--- src/rtl/fetch_ctrl.sv ---
// Fetch-stage sequencing controller: PC advance/hold/redirect, F/D and D/E bubble control.
// Optional perf counters are built only when FETCH_CTRL_PERF_EN is defined.
module fetch_ctrl #(
  parameter int INST_SIZE = 32,
  parameter int CNT_W     = 32
) (
  input  logic                 clk,
  input  logic                 rst,
  input  logic                 br_taken_ex,
  input  logic [INST_SIZE-1:0] br_base_ex,
  input  logic [INST_SIZE-1:0] br_disp_ex,
  input  logic                 hazard_stall,
  input  logic                 imem_ready,
  output logic                 imem_req,
  output logic                 pc_en,
  output logic                 pc_r,
  output logic [INST_SIZE-1:0] pc_ex,
  output logic [INST_SIZE-1:0] pc_disp,
  output logic                 fd_stall,
  output logic                 fd_flush,
  output logic                 de_flush,
  output logic [CNT_W-1:0]     perf_redirects,
  output logic [CNT_W-1:0]     perf_stalls
);

  typedef enum logic [1:0] {BOOT, RUN, MEM_WAIT, REDIR_PEND} state_e;

  state_e               state_q, state_d;
  logic [INST_SIZE-1:0] base_q, base_d;
  logic [INST_SIZE-1:0] disp_q, disp_d;

  always_ff @(posedge clk) begin
    if (rst) begin
      state_q <= BOOT;
      base_q  <= '0;
      disp_q  <= '0;
    end else begin
      state_q <= state_d;
      base_q  <= base_d;
      disp_q  <= disp_d;
    end
  end

  always_comb begin
    state_d  = state_q;
    base_d   = base_q;
    disp_d   = disp_q;
    imem_req = 1'b0;
    pc_en    = 1'b0;
    pc_r     = 1'b0;
    pc_ex    = '0;
    pc_disp  = '0;
    fd_stall = 1'b0;
    fd_flush = 1'b0;
    de_flush = 1'b0;
    if (!rst) begin
      unique case (state_q)
        BOOT: begin
          fd_flush = 1'b1;
          state_d  = RUN;
        end
        RUN, MEM_WAIT: begin
          imem_req = 1'b1;
          if (br_taken_ex) begin
            fd_flush = 1'b1;
            de_flush = 1'b1;
            if (imem_ready) begin
              pc_r    = 1'b1;
              pc_ex   = br_base_ex;
              pc_disp = br_disp_ex;
              pc_en   = 1'b1;
              state_d = RUN;
            end else begin
              // Redirect must wait until the in-flight fetch drains.
              base_d  = br_base_ex;
              disp_d  = br_disp_ex;
              state_d = REDIR_PEND;
            end
          end else if (!imem_ready) begin
            fd_flush = 1'b1;
            state_d  = MEM_WAIT;
          end else if (hazard_stall) begin
            fd_stall = 1'b1;
            state_d  = RUN;
          end else begin
            pc_en   = 1'b1;
            state_d = RUN;
          end
        end
        REDIR_PEND: begin
          // The word returned here is wrong-path, so F/D stays flushed.
          imem_req = 1'b1;
          fd_flush = 1'b1;
          if (imem_ready) begin
            pc_r    = 1'b1;
            pc_ex   = base_q;
            pc_disp = disp_q;
            pc_en   = 1'b1;
            state_d = RUN;
          end
        end
        default: state_d = BOOT;
      endcase
    end
  end

`ifdef FETCH_CTRL_PERF_EN
  localparam logic [CNT_W-1:0] CNT_ONE = {{(CNT_W-1){1'b0}}, 1'b1};

  logic [CNT_W-1:0] redir_cnt_q, stall_cnt_q;

  always_ff @(posedge clk) begin
    if (rst) begin
      redir_cnt_q <= '0;
      stall_cnt_q <= '0;
    end else begin
      if (pc_r && !(&redir_cnt_q))
        redir_cnt_q <= redir_cnt_q + CNT_ONE;
      if ((state_q != BOOT) && !pc_en && !(&stall_cnt_q))
        stall_cnt_q <= stall_cnt_q + CNT_ONE;
    end
  end

  assign perf_redirects = rst ? '0 : redir_cnt_q;
  assign perf_stalls    = rst ? '0 : stall_cnt_q;
`else
  assign perf_redirects = '0;
  assign perf_stalls    = '0;
`endif

endmodule

--- config.mk ---
export PLATFORM = sky130hd
export DESIGN_NAME = fetch_ctrl
export DESIGN_NICKNAME = d
export VERILOG_FILES = /design/src/rtl/fetch_ctrl.sv
export SDC_FILE = /design/constraint.sdc
export NUM_CORES = 1
export LEC_CHECK = 0
export ABC_AREA = 1
export CAP_MARGIN = 40
export CORE_AREA = 5 5 110 112
export CTS_CLUSTER_SIZE = 8
export DETAILED_ROUTE_END_ITERATION = 10
export DIE_AREA = 0 0 115 117
export GPL_TIMING_DRIVEN = 0
export HOLD_SLACK_MARGIN = 0.12
export PLACE_DENSITY = 0.85
export REMOVE_ABC_BUFFERS = 1
export SLEW_MARGIN = 15
export SYNTH_ARGS = -nofsm -noshare
export SYNTH_HDL_FRONTEND = slang
export SYNTH_SLANG_ARGS = --single-unit
--- constraint.sdc ---
create_clock -name clk -period 2.1 [get_ports clk]
set_input_delay 0.525 -clock clk [delete_from_list [all_inputs] [get_ports clk]]
set_output_delay 0.525 -clock clk [all_outputs]
set_load 0.005 [all_outputs]
# Yosys cells after proc, flatten, opt, wreduce, memory -nomap -nowiden
# Cells that the tools add are included.
[word_totals] ff_bits=66 in_bits=69 output_inout_bits=134 elab_cells=51
[op_classes] n_eq_ne=4 n_mux=38 bitwise_logic=1 n_reduce_logical=5
[op_table] operator="32-bit 2-to-1 mux" count=8
[op_table] operator="32-bit case mux with 2 select lines" count=2
[op_table] operator="1-bit 2-to-1 mux" count=20
[op_table] operator="2-bit 2-to-1 mux" count=4
[op_table] operator="1-bit case mux with 2 select lines" count=3
[op_table] operator="2-bit case mux with 3 select lines" count=1
[op_table] operator="2-bit equality test, second input constant" count=2
[op_table] operator="2-bit OR reduction" count=2
[op_table] operator="3-bit AND reduction" count=1
[op_table] operator="3-bit OR reduction" count=1
[op_table] operator="2-bit by 1-bit equality test with 1-bit output, second input constant" count=1
[op_table] operator="2-bit zero test" count=1
[op_table] operator="2-bit != test, second input constant" count=1
[op_table] operator="1-bit NOT" count=1

# Logic depth before layout (Yosys ltp)
[logic_depth] depth_word=5 mapped_depth=9 ltp_nobuf=6

# Worst setup path before layout
# Ideal clock, no wire load.
[synth_timing] path_kind="register to output" from="register state_q[1]" to="output port pc_ex[2]" arrival_ps=1314 t_required_ps=1575 slack_ps=261 stages_incl_launch_ff=8 path_buffers=3 path_cell_list="dfxtp_1 > inv_1 > ha_1 > buf_2 > buf_4 > buf_2 > nand4_1 > a21oi_2"
[synth_via] elab_chain_len=4 elab_cells_between_ends=6 classes_between="eq/ne (3); mux (2); reduce/logical (1)"
[synth_rtl] element="from (decl)" line="28" source="state_e state_q, state_d;"
[synth_rtl] element="from (signal assigned)" line="38" source="state_q <= state_d;"
[synth_rtl] element="2-bit by 1-bit equality test with 1-bit output / 2-bit equality test (equally long branches)" line="57" source="unique case (state_q)"
[synth_rtl] element="2-bit OR reduction" line="57"
[synth_rtl] element="32-bit case mux with 2 select lines *" line="57"
[synth_rtl] element="32-bit 2-to-1 mux *" line="56" source="if (!rst) begin"
[synth_rtl] element="to (decl)" line="17" source="output logic [INST_SIZE-1:0] pc_ex,"
# Every way passes the cells marked *; elsewhere a longest branch is shown, timed or not.

# Final worst setup path
[layout_timing] from="register state_q[0]" to="output port pc_disp[15]"
[layout_via] elab_chain_len=4 elab_cells_between_ends=6 classes_between="eq/ne (3); mux (2); reduce/logical (1)"
[layout_rtl] element="2-bit by 1-bit equality test with 1-bit output / 2-bit equality test (equally long branches)" line="57"
[layout_rtl] element="2-bit OR reduction" line="57"
[layout_rtl] element="32-bit case mux with 2 select lines *" line="57"
[layout_rtl] element="32-bit 2-to-1 mux *" line="56"
[layout_rtl] element="to (decl)" line="18" source="output logic [INST_SIZE-1:0] pc_disp,"
# Marked as above.

==> impl_metrics.csv <==
group,metric,value,unit
route,ant_nets,0,
timing,fin_crit,2.34,ns
yosys,avgSynthCellArea,6.27,µm²
timing,finalHoldViolCount,0,
route,vias,5083,
yosys,seq_area_frac_synth,28.8,%
clock_network,htree_levels,3,
final_layout,areaGrowthSynthToFinish,46.9,%
setup_path,cp_max_fo,5,
yosys,yosysMostFrequentCell,"nand2_1",
final_layout,drive_gt1_share,26.1,%
pwr,total_power,0.00394,W
pwr,leakagePower,3.21,nW
grt,grt_antenna_before_repair,0,
die,io_pins,203,
die,start_util,41.2,%
timing,fmax,427,MHz
clock_network,cts.path.max_buffers,2,
yosys,yosysWarnings,0,
pwr,peakVddDrop,0.308,mV
clock_network,clock_latency,0.33,ns
timing,fin_crit_sh,112,%
placement,dp_hpwl,7690,µm
die,dieHeight,117,µm
yosys,syn_inst,731,
yosys,synth.top_cell.area_share,28.8,%
route,dr.pass1.iters,5,
setup_path,end_kind,"output port",
final_layout,layout.nets,967,
pwr,power_density,585,nW/µm²
timing,fin_hold_ws,0.505,ns
yosys,async_reset_ff_share,0,%
timing,skew,0.00547,ns
grt,grt_max_degree,72,
clock_network,cts-root-buf,"clkbuf_16",
route,first_iter_violations,343,
setup_path,ff2ff_path_depth,11,
route,wl,16700,µm
timing,rsz0062_at_grt,"true",
grt,grt_overflow,0,
grt,grt.total_usage,22.4,%
yosys,synth_cell_types,19,
route,routedWlPerCell,16.0,µm
timing,worst_slack,-0.244,ns
clock_network,cts.sinks,66,
final_layout,num-fill-cells,1000,
route,remaining_drc_errors,0,
grt,grt_pass1_wl,23800,µm
die,core_area,11100,µm²
die,rows,39,
run_status,outcome,"finished, violations left",
clock_network,cts_tree,"built",
hold_path,min_path_cells,2,
yosys,synth-edff-count,0,
yosys,synth_area,4580,µm²
clock_network,holdBufCountCts,0,
timing,tightest_slew,0.602,ns
setup_path,cp.arrival,1.82,ns
yosys,ys_ff_latch,66,
yosys,ys_top_cells_by_count,"nand2_1 (199), nor2_1 (131), buf_4 (72), inv_1 (70), dfxtp_1 (66)",
clock_network,path_clk_slew,0.05,ns
yosys,synth_area_leaders,"dfxtp_1 (29%), nand2_1 (16%), buf_4 (12%)",
placement,io_buffers,138,
run_status,failed_checks,"setup timing",
die,die_area,13500,µm²
grt,grt_pass1_vias,4623,
die,die_x,115,µm
hold_path,worstHoldPathType,"in2reg",
clock_network,numCtsBuffers,9,
setup_path,startpoint_type,"flip-flop",
timing,setup_viol,67,
route,vias_per_cell,4.87,
yosys,synth_area_leader_cell,"dfxtp_1",
final_layout,antennaDiodeCount,0,
timing,drv_slew,0,
timing,max-slew-margin-rel,59.8,%
placement,gp_congestion,0.739,
setup_path,critical_path_class,"reg2out",
yosys,synth_top_flop_cell,"dfxtp_1",
flow_run,cap_violations,0,
setup_path,required,1.57,ns
==> final cells by class <==
| type | count | area [µm²] | area share, % |
|---|---|---|---|
| multi-input combinational | 537 | 2620 | 38.9 |
| inverter | 72 | 287 | 4.25 |
| clock inverter | 2 | 10.0 | 0.149 |
| sequential | 66 | 1320 | 19.7 |
| timing repair buffer | 209 | 2020 | 30.0 |
| clock buffer | 14 | 274 | 4.07 |
| timing repair inverter | 1 | 20.0 | 0.297 |
| tap | 143 | 179 | 2.66 |
==> cells in the final DEF (no fill, tap or decap) <==
master / synthesis / final
or2_4: 0 / 2
conb_1: 1 / 64
dfxtp_1: 66 / 64
clkdlybuf4s50_1: 0 / 65
nand3_1: 3 / 2
a21oi_2: 29 / 52
buf_16: 0 / 7
buf_6: 10 / 18
inv_16: 0 / 2
buf_8: 0 / 7
nand3_2: 0 / 1
a21oi_4: 0 / 4
nand2_1: 199 / 194
nand2_8: 0 / 1
nand3_4: 0 / 2
bufbuf_16: 0 / 1
buf_4: 72 / 27
clkbuf_8: 0 / 3
a21oi_1: 39 / 12
ha_4: 0 / 2
clkbuf_2: 0 / 1
buf_12: 0 / 9
nand4_1: 64 / 64
clkbuf_1: 8 / 2
inv_1: 70 / 66
clkinv_2: 0 / 2
nor3_1: 1 / 1
clkbuf_16: 0 / 13
dfxtp_2: 0 / 2
nand2_2: 0 / 4
nand3b_1: 1 / 1
buf_2: 31 / 70
inv_2: 2 / 5
nor2_1: 131 / 131
==> path summary, 6_finish.rpt <==
check | from | endpoint | slack (ns)
worst max-delay path | state_q[0] | pc_disp[15] | -0.24
worst min-delay path | rst | state_q[1] | 0.51
worst max register to register | state_q[0] | disp_q[25] | 0.13
worst min register to register | base_q[27] | base_q[27] | 0.51
==> flip-flops by register name, summed over array words and instances (netlist names) <==
register	cells
base_q	32
state_q	2
disp_q	32
==> report_power, final <==
part / total (W) / internal, W / switching, W
clock: 0.00144 / 0.000893 / 0.000543
sequential: 0.00138 / 0.00134 / 0.0000428
combinational: 0.00112 / 0.000538 / 0.000583
total: 0.00394 / 0.00277 / 0.00117
==> per-layer routing <==
layer  vias to the layer above  share of wire [%]  wire length (µm)  GRT usage, %
met4                         0                2.8               466          7.90
li1                       2502                  -                 -             -
met5                         -                  0                 0             0
met3                        32                7.7              1280          4.16
met1                      2326                 41              6780          27.6
met2                       223                 49              8180          39.2
==> worst max-delay path, stage by stage (launching register included) <==
cell	delay, ns
dfxtp_2	0.34
inv_2	0.06
ha_4	0.16
or2_4	0.29
buf_12	0.15
buf_16	0.14
buf_8	0.13
a21oi_2	0.10
buf_2	0.12
==> what timing repair did <==
item / CTS / global route
setup buffers: 42 / 17
pin swaps: 12 / 35
resized for setup: 359 / 31
cloned: 12 / 5
setup endpoints to repair: 134 / 91
==> stage by stage <==
step / instance area, µm² / setup TNS (ns) / util, % / setup slack, ns / cells
after global placement: 5540 / -609.59 / 49.8 / -5.82 / 953
after detailed placement: 5660 / -110.17 / 50.9 / -1.44 / 957
after global routing: 6740 / -14.88 / 60.5 / -0.297 / 1044
final: 6740 / -10.05 / 60.5 / -0.244 / 1044
after floorplan: 3980 / -206.13 / - / -2.65 / 672
after CTS: 6510 / -8.68 / 58.5 / -0.210 / 1027
==> logic make-up after synthesis <==
family | Yosys count | share of synthesized area (%)
AND/OR/NAND/NOR | 400 | 36.5
buffers and inverters | 194 | 24.3
AO/OA/AOI/OAI | 68 | 9.80
other | 1 | 0.0818
adder cells (fa/ha/maj) | 2 | 0.546
flip-flops | 66 | 28.8
No activity file was read; power rests on OpenSTA's default activity.
